==> src/rtl/serial_pkg.sv <==
// serial_pkg: definitions shared by the serial transmitter and the matching receivers.
// Holds the FSM state codes seen on the db_estado debug ports, the parity sense,
// and the bit-time helper function.
package serial_pkg;

    // These codes also drive the receivers' debug decoders, so keep the values stable.
    typedef enum logic [3:0] {
        ST_IDLE      = 4'd0,
        ST_START_BIT = 4'd1,
        ST_DATA      = 4'd2,
        ST_PARITY    = 4'd3,
        ST_STOP      = 4'd4,
        ST_DONE      = 4'd5
    } estado_t;

    // XOR of the eight data bits with this constant gives odd parity.
    localparam logic PARITY_ODD = 1'b1;

    // Clock cycles per serial bit (integer division). The result must be at least 2.
    function automatic int clks_per_bit(input int clock_freq, input int baud);
        return clock_freq / baud;
    endfunction

endpackage

==> src/rtl/tx_serial_byte_paridade.sv <==
// tx_serial_byte_paridade: sends one 11-bit UART frame (start, 8 data bits LSB first, odd parity, stop).
// Latency: tx_serial goes low on the cycle after start is sampled; each bit lasts CLKS_PER_BIT cycles.
// Backpressure: start is sampled only in IDLE and on the last cycle of STOP. A start seen at STOP chains the next frame with no gap.
// Ports: clock, reset (async, active low), start, dado[7:0] | tx_serial, pronto, db_estado[3:0]
module tx_serial_byte_paridade
    import serial_pkg::*;
#(
    parameter int CLKS_PER_BIT = 10
) (
    input  logic       clock,
    input  logic       reset,
    input  logic       start,
    input  logic [7:0] dado,
    output logic       tx_serial,
    output logic       pronto,
    output logic [3:0] db_estado
);

    localparam int CW = (CLKS_PER_BIT > 2) ? $clog2(CLKS_PER_BIT) : 1;
    localparam logic [CW-1:0] LAST   = CW'(CLKS_PER_BIT - 1);
    localparam logic [CW-1:0] PENULT = CW'(CLKS_PER_BIT - 2);

    estado_t       r_estado;
    logic [CW-1:0] r_cnt;
    logic [2:0]    r_idx;
    logic [7:0]    r_shift;
    logic [7:0]    r_byte;    // Unshifted copy of the byte, used to compute parity.
    logic          r_tx;
    logic          r_pronto;
    logic          w_fim_bit;

    assign w_fim_bit = (r_cnt == LAST);

    always_ff @(posedge clock or negedge reset) begin
        if (!reset) begin
            r_estado <= ST_IDLE;
            r_cnt    <= '0;
            r_idx    <= '0;
            r_shift  <= '0;
            r_byte   <= '0;
            r_tx     <= 1'b1;
            r_pronto <= 1'b0;
        end else begin
            r_pronto <= 1'b0;
            case (r_estado)
                ST_IDLE: begin
                    r_tx  <= 1'b1;
                    r_cnt <= '0;
                    r_idx <= '0;
                    if (start) begin
                        r_shift  <= dado;
                        r_byte   <= dado;
                        r_tx     <= 1'b0;
                        r_estado <= ST_START_BIT;
                    end
                end
                ST_START_BIT: begin
                    if (w_fim_bit) begin
                        r_cnt    <= '0;
                        r_tx     <= r_shift[0];
                        r_estado <= ST_DATA;
                    end else begin
                        r_cnt <= r_cnt + 1'b1;
                    end
                end
                ST_DATA: begin
                    if (w_fim_bit) begin
                        r_cnt <= '0;
                        if (r_idx == 3'd7) begin
                            r_idx    <= '0;
                            r_tx     <= (^r_byte) ^ PARITY_ODD;
                            r_estado <= ST_PARITY;
                        end else begin
                            r_idx   <= r_idx + 1'b1;
                            r_shift <= {1'b0, r_shift[7:1]};
                            r_tx    <= r_shift[1];    // Next bit, so the line and the shift stay aligned.
                        end
                    end else begin
                        r_cnt <= r_cnt + 1'b1;
                    end
                end
                ST_PARITY: begin
                    if (w_fim_bit) begin
                        r_cnt    <= '0;
                        r_tx     <= 1'b1;
                        r_estado <= ST_STOP;
                    end else begin
                        r_cnt <= r_cnt + 1'b1;
                    end
                end
                ST_STOP: begin
                    if (w_fim_bit) begin
                        r_cnt <= '0;
                        if (start) begin
                            r_shift  <= dado;
                            r_byte   <= dado;
                            r_tx     <= 1'b0;
                            r_estado <= ST_START_BIT;
                        end else begin
                            r_tx     <= 1'b1;
                            r_estado <= ST_IDLE;
                        end
                    end else begin
                        r_cnt    <= r_cnt + 1'b1;
                        // High on the final STOP cycle, so the parent can act on the same edge that ends the frame.
                        r_pronto <= (r_cnt == PENULT);
                    end
                end
                default: r_estado <= ST_IDLE;
            endcase
        end
    end

    assign tx_serial = r_tx;
    assign pronto    = r_pronto;
    assign db_estado = r_estado;

endmodule

==> src/rtl/transmissao_serial_16b.sv <==
// transmissao_serial_16b: sends a 16-bit word as two odd-parity UART frames, low byte first.
// Latency: the start bit begins on the cycle after start is accepted; done pulses 22*CLKS_PER_BIT cycles after that.
// Backpressure: start is ignored while busy, and data_in is latched at acceptance.
// Ports: clock, reset (async, active low), start, data_in[15:0] | tx_serial, busy, done, db_estado[3:0]
module transmissao_serial_16b
    import serial_pkg::*;
#(
    parameter int CLOCK_FREQ = 50_000_000,
    parameter int BAUD       = 9600
) (
    input  logic        clock,
    input  logic        reset,
    input  logic        start,
    input  logic [15:0] data_in,
    output logic        tx_serial,
    output logic        busy,
    output logic        done,
    output logic [3:0]  db_estado
);

    // Must be at least 2 for the bit-time counter.
    localparam int CLKS_PER_BIT = clks_per_bit(CLOCK_FREQ, BAUD);

    logic [15:0] r_word;
    logic        r_busy;
    logic        r_done;
    logic        r_byte_idx;
    logic        w_start_byte;
    logic [7:0]  w_dado;
    logic        w_pronto;
    logic [3:0]  w_estado_byte;

    // The byte sender chains into the high byte at the end of the low byte's STOP bit.
    // In IDLE, data_in goes straight through because the word is latched on the same edge.
    assign w_start_byte = (!r_busy && start) || (r_busy && !r_done && !r_byte_idx);
    assign w_dado       = r_busy ? r_word[15:8] : data_in[7:0];

    tx_serial_byte_paridade #(
        .CLKS_PER_BIT (CLKS_PER_BIT)
    ) u_byte (
        .clock     (clock),
        .reset     (reset),
        .start     (w_start_byte),
        .dado      (w_dado),
        .tx_serial (tx_serial),
        .pronto    (w_pronto),
        .db_estado (w_estado_byte)
    );

    always_ff @(posedge clock or negedge reset) begin
        if (!reset) begin
            r_word     <= '0;
            r_busy     <= 1'b0;
            r_done     <= 1'b0;
            r_byte_idx <= 1'b0;
        end else if (!r_busy) begin
            if (start) begin
                r_word     <= data_in;
                r_busy     <= 1'b1;
                r_byte_idx <= 1'b0;
            end
        end else if (r_done) begin
            r_done <= 1'b0;
            r_busy <= 1'b0;
        end else if (w_pronto) begin
            if (!r_byte_idx) begin
                r_byte_idx <= 1'b1;
            end else begin
                r_done <= 1'b1;
            end
        end
    end

    assign busy      = r_busy;
    assign done      = r_done;
    // The byte sender is idle during DONE, so report DONE from the top-level flag.
    assign db_estado = r_done ? ST_DONE : w_estado_byte;

endmodule

==> config.mk <==
export PLATFORM = sky130hd
export DESIGN_NAME = transmissao_serial_16b
export DESIGN_NICKNAME = d
export VERILOG_FILES = /design/src/rtl/serial_pkg.sv /design/src/rtl/tx_serial_byte_paridade.sv /design/src/rtl/transmissao_serial_16b.sv
export SDC_FILE = /design/constraint.sdc
export NUM_CORES = 1
export LEC_CHECK = 0
export BUFFER_PORTS_ARGS = -buffer_cell sky130_fd_sc_hd__buf_2
export CORE_AREA = 2 2 82 84
export DETAILED_ROUTE_END_ITERATION = 16
export DIE_AREA = 0 0 84 86
export GPL_TIMING_DRIVEN = 0
export PLACE_DENSITY = 0.59
export SETUP_SLACK_MARGIN = 0.1
export SLEW_MARGIN = 40
export SYNTH_ARGS = -nofsm -noshare
export SYNTH_HDL_FRONTEND = slang
export SYNTH_SLANG_ARGS = --single-unit
==> constraint.sdc <==
create_clock -name clock -period 2.76 [get_ports clock]
set_clock_uncertainty 0.2 [all_clocks]
set_input_delay 0.414 -clock clock [delete_from_list [all_inputs] [get_ports clock]]
set_output_delay 0.414 -clock clock [all_outputs]
set_load 0.05 [all_outputs]
; ---- Yosys cells after proc, flatten, opt, wreduce, memory -nomap -nowiden
; Index checks and enable logic that the tools add are counted.
; Widths: inputs -> output; s select.
[totals]
ff_bits = 57
inputBits = 19
output_inout_bits = 7
word_cells = 96
[op_classes]
add_sub_neg = 2
eq_ne = 16
muxes = 42
n_bitwise = 2
n_reduce_logical = 23
[op_table]
columns = op, count
row1 = $mux 8, 7
row2 = $mux 4, 7
row3 = $eq 13x13->1 const B, 2
row4 = $pmux 13 s2, 1
row5 = $pmux 8 s3, 1
row6 = $pmux 4 s5, 1
row7 = $mux 1, 19
row8 = $pmux 8 s2, 1
row9 = $ne 2x1->1 const B, 7
row10 = $add 13x1->13 const B, 1
row11 = $mux 13, 1
row12 = $eq 4x2->1 const B, 2
row13 = $reduce_bool 2->1, 4
row14 = $reduce_xor 8->1, 1
row15 = $mux 3, 2
row16 = $pmux 3 s2, 1
row17 = $reduce_and 2->1, 3
row18 = $reduce_and 6->1, 1
row19 = $pmux 1 s5, 1
row20 = $reduce_and 5->1, 1
row21 = $reduce_bool 5->1, 1
row22 = $eq 4x1->1 const B, 1
row23 = $eq 4x3->1 const B, 1
row24 = $logic_not 4->1, 1
row25 = 11 further kinds, 17

; ---- Logic depth before layout (Yosys ltp)
[logic_depth]
depth_word = 7
ltp_mapped = 9
mapped_depth_nobuf = 7

; ---- By module
; From an unflattened synthesis, not the netlist that was laid out.
[hier_totals]
hier_cells = 228
hier_area_um2 = 2524.9
[by_module_without_submodules]
columns = module, n_inst, cells_per_inst, area_each_um2, seq_area_each_um2
row1 = tx_serial_byte_paridade, 1, 184, 1931.9, 927.1
row2 = transmissao_serial_16b, 1, 44, 593.1, 275.3

; ---- Least setup slack after synthesis
; No wires, ideal clock.
[synth_path]
path_kind = reg-to-reg
start = reg r_busy (netlist: busy)
end = reg u_byte.r_shift[2]
setup_ns = 0.135
arrival_ns = 1.907
t_required_ns = 2.425
path_slack_ns = 0.518
path_stages_with_launch = 8
n_path_buf = 2
period_less_slack_ns = 2.242
cell_sequence = dfrtp_1 buf_4 or3b_1 a21oi_2 o32ai_4 buf_2 nand2_1 o21ai_0
[synth_via]
elab_chain_len = 6
elab_cells_between_ends = 9
classes_between = 4 x mux / 5 x reduce/logical
[synth_rtl]
columns = item, line_no
row1 = "start, declared", transmissao_serial_16b.sv:25  ; logic r_busy;
row2 = "start signal, assigned", transmissao_serial_16b.sv:53  ; r_busy <= 1'b0;
row3 = "start signal, assigned", transmissao_serial_16b.sv:59  ; r_busy <= 1'b1;
row4 = "start signal, assigned", transmissao_serial_16b.sv:64  ; r_busy <= 1'b0;
row5 = $logic_not 1->1 / $logic_and 1x1->1 (equally long branches), n/a
row6 = $logic_and 1x1->1, transmissao_serial_16b.sv:35  ; assign w_start_byte = (!r_busy && start) || (r_busy && !r_done && !r_byte_idx);
row7 = $logic_or 1x1->1, transmissao_serial_16b.sv:35
row8 = $mux 8 (*), "tx_serial_byte_paridade.sv:50, tx_serial_byte_paridade.sv:94"
row9 = $mux 8, tx_serial_byte_paridade.sv:92  ; if (w_fim_bit) begin
row10 = $pmux 8 s3 (*), tx_serial_byte_paridade.sv:45  ; case (r_estado)
row11 = "end signal, assigned", tx_serial_byte_paridade.sv:51  ; r_shift <= dado;
row12 = "end signal, assigned", tx_serial_byte_paridade.sv:75  ; r_shift <= {1'b0, r_shift[7:1]};
row13 = "end signal, assigned", tx_serial_byte_paridade.sv:95  ; r_shift <= dado;
row14 = "end, declared", tx_serial_byte_paridade.sv:26  ; logic [7:0] r_shift;
; Mark *: on every way between the ends. The rest lies on a longest branch, timed or not. The select of a mux whose other input is x is not followed.
; A chain may end at the register's enable or synchronous reset.

; ---- Final worst setup path
[layout_path]
start = reg u_byte.r_estado[2] (netlist: u_byte.db_estado[2])
end = out db_estado[2]
[layout_via]
elab_chain_len = 1
[layout_rtl]
columns = item, line_no
row1 = "start, declared", tx_serial_byte_paridade.sv:23  ; estado_t r_estado;
row2 = "start signal, assigned", tx_serial_byte_paridade.sv:36  ; r_estado <= ST_IDLE;
row3 = "start signal, assigned", tx_serial_byte_paridade.sv:54  ; r_estado <= ST_START_BIT;
row4 = "start signal, assigned", tx_serial_byte_paridade.sv:61  ; r_estado <= ST_DATA;
row5 = $mux 4, transmissao_serial_16b.sv:77  ; assign db_estado = r_done ? ST_DONE : w_estado_byte;
row6 = "end, declared", transmissao_serial_16b.sv:18  ; output logic [3:0] db_estado
; No other way between the ends.

==> reports/metrics.csv <==
stage,metric,value,unit
floorplan,die height,86,um
global_route,largest net degree at the start of global routing,49,
setup_path,"Slowest-stage cell, CP",clkinv_1,
setup_path,"Req. time, crit path",2.15,ns
logic_synthesis,#FFs+latches synth,48,
drt,final WL,5300,um
placed_design,I/O Buffers,24,
global_route,total gr overflow,0,
setup_path,CP cell instances,clkbuf_1 -> clkinv_1 -> nand2_1 -> buf_2,
logic_synthesis,gate count after technology mapping,261,
cts,post_cts resized,0,
floorplan,Starting Density,0.413,
layout,antenna diode count,0,
timing,minimum clock period,2.33,ns
timing,Final Hold Fails,0,
status,status,"complete, no violations",
flow_run,max-cap viol count,0,
timing,Setup Viol. Count Final,0,
setup_path,CP Buf/Inv Count,3,
cts,hold buffer count at cts,1,
logic_synthesis,"top cells by area, synth","dfrtp_1 (45%), nor2_1 (4.5%), a21oi_1 (4.3%)",
setup_path,family with the most delay on the worst path,buffers and inverters,
placed_design,HPWL Detailed,3850,um
logic_synthesis,area share of the largest cell type after synthesis,0.454,
cts,Clock transition at path regs,0.09,ns
logic_synthesis,sequential area share after synthesis,0.464,
timing,"Slew Viols, Final",0,
timing,post-route clock period utilization,0.846,
setup_path,crit path capture type,primary output,
timing,fmax,428,MHz
placed_design,Placed Cells,362,
global_route,vias in the first global route,1903,
setup_path,arrival time worst endpoint,1.72,ns
global_route,initial antenna violation count,0,
logic_synthesis,Yosys cell types,53,
drt,via count,1911,
hold_path,HP Class,in -> reg,
cts,root buf cell,clkbuf_8,
cts,total CTS buffers,5,
floorplan,Row Count,29,
cts,clk_lat worst skew,0.29,ns
cts,post-CTS setup buffers,0,
cts,CTS max path bufs,2,
setup_path,Crit Path Max Fanout,10,
logic_synthesis,"Cell Area, Synth",0.00259,sq mm
timing,TNS Setup,0,ns
drt,router iterations before antenna repair,4,
drt,1st-iter DRT viols,72,
timing,RSZ-0062 raised after global routing,no,
drt,DR DRC count,0,
timing,worst-margin pin slew,0.629,ns
logic_synthesis,post-synth top area cell,dfrtp_1,
logic_synthesis,Syn Nets,284,
floorplan,die area,0.00722,sq mm
drt,Vias/cell,5.16,
cts,CTS tree,yes,
floorplan,Core Area,0.00628,sq mm
drt,Avg WL per Cell,14.3,um
layout,Layout area overhead,13.8,%
floorplan,die outline width,84,um
logic_synthesis,Post-synth top flop,dfrtp_1,
drt,post-route ant nets,0,
layout,share of cells above drive strength 1,0.212,
timing,relative slew slack,0.580,
layout,final std cells w/o fill,370,
global_route,global-route wire length before repair,9270,um
setup_path,Crit Path Class,reg -> out,
logic_synthesis,synthesized area per cell,9.92,sq um
setup_path,"slowest stage delay, CP",0.37,ns
cts,Clock Sinks,48,
layout,net count of the finished layout,316,
layout,fin area,0.00295,sq mm
logic_synthesis,Post-synth top cells,"dfrtp_1 (47), nor2_1 (31), a21oi_1 (22), nand2_1 (22), xnor2_1 (12)",
global_route,Tot GR Track Use,0.159,
power,PwrDens,531,mW/mm^2
logic_synthesis,"EDFF count, synth",0,
setup_path,CP Launch Type,register,
power,static leakage,0.00133,uW
floorplan,I/O Pins,26,
logic_synthesis,Syn. warnings,0,
power,VDD IR max,0.000265,V
logic_synthesis,most common cell in the netlist,dfrtp_1,
placed_design,cell area after placement,0.00281,sq mm
placed_design,Placer Congestion,0.823,
cts,H-tree Lvls,2,
logic_synthesis,ys async rst share,1.00,
## worst reg2reg max path, cell delays in order (launching register included)
cell and delay [ns]:
dfrtp_1 0.43, ha_1 0.25, and2_1 0.22, and4_1 0.22, buf_6 0.14, o32ai_4 0.35
buf_2 0.27, nand2_1 0.07, o21ai_0 0.07
## flip-flops by register name, indices dropped and copies added (netlist names), 3 cells and up
name and cells:
r_word 8, u_byte.db_estado 3, u_byte.r_byte 8, u_byte.r_cnt 13, u_byte.r_idx 3, u_byte.r_shift 8
## per-stage QoR
step,utilization,total power (uW),setup WS [ns],hold slack [ns]
floorplan,-,922,0.518,-0.0816
global placement,0.447,987,0.465,0.269
detailed placement,0.447,994,0.475,0.277
CTS,0.470,1590,0.425,0.136
global route,0.470,1640,0.187,0.140
finish,0.470,1570,0.426,0.144
## kinds of logic (layout without fill, tap and decap cells)
group | count (synthesis) | count (layout) | synth area share
simple gates | 91 | 91 | 0.181
compound gates | 58 | 58 | 0.155
flops | 48 | 48 | 0.464
buf+inv | 24 | 56 | 0.0488
xor+xnor | 18 | 18 | 0.0609
mux | 16 | 16 | 0.0657
fa+ha+maj | 5 | 5 | 0.0237
other cells | 1 | 1 | 0.00145
## layout by cell type (no fill, tap or decap), drive strengths merged, types with 5 or more instances in the layout
cell type,Yosys,routed
a21oi,26,26
buf,8,32
clkbuf,7,12
dfrtp,47,47
inv,8,8
mux2,8,8
mux2i,8,8
nand2,22,22
nand4,5,5
nor2,33,33
nor2b,5,5
nor3,10,10
o21ai,13,13
xnor2,12,12
xor2,6,6
## report_power, final
| group | total [uW] | leakage, uW | internal (uW) | switching [uW] |
|---|---|---|---|---|
| clock | 590 | 0.0000642 | 357 | 233 |
| combinational | 196 | 0.000648 | 89.7 | 106 |
| sequential | 780 | 0.000621 | 752 | 28.3 |
## metal layers
layer,part of all wire,vias up,GRT usage
met3,0.033,4,0.0318
met2,0.46,33,0.255
met1,0.50,907,0.224
li1,-,967,-
met4,0.0079,0,0.0352
met5,0,-,0
## path summary, 6_finish.rpt
kind | cells past startpoint | slack [ns] | startpoint | endpoint
setup / recovery | 4 | 0.43 | u_byte.db_estado[2] | db_estado[2]
hold / removal | 2 | 0.14 | data_in[12] | r_word[12]
setup reg to reg | 8 | 0.45 | u_byte.r_cnt[0] | u_byte.r_shift[2]
hold reg to reg | 2 | 0.29 | u_byte.r_shift[4] | u_byte.r_shift[4]
max in group asynchronous | 2 | 1.45 | reset | u_byte.r_idx[1]
min in group asynchronous | 2 | 0.48 | reset | u_byte.db_estado[1]
## area by class of cell
cell class	count	area (sq um)
plain buffers	15	92.6
clock buffers	5	68.8
multi-input cells	189	1260
flip-flops and latches	48	1200
clock inverters	2	60.1
fillers	606	3330
inverters	9	33.8
well taps	77	96.3
repair buffers	25	133
(Power assumes the default switching activity.)
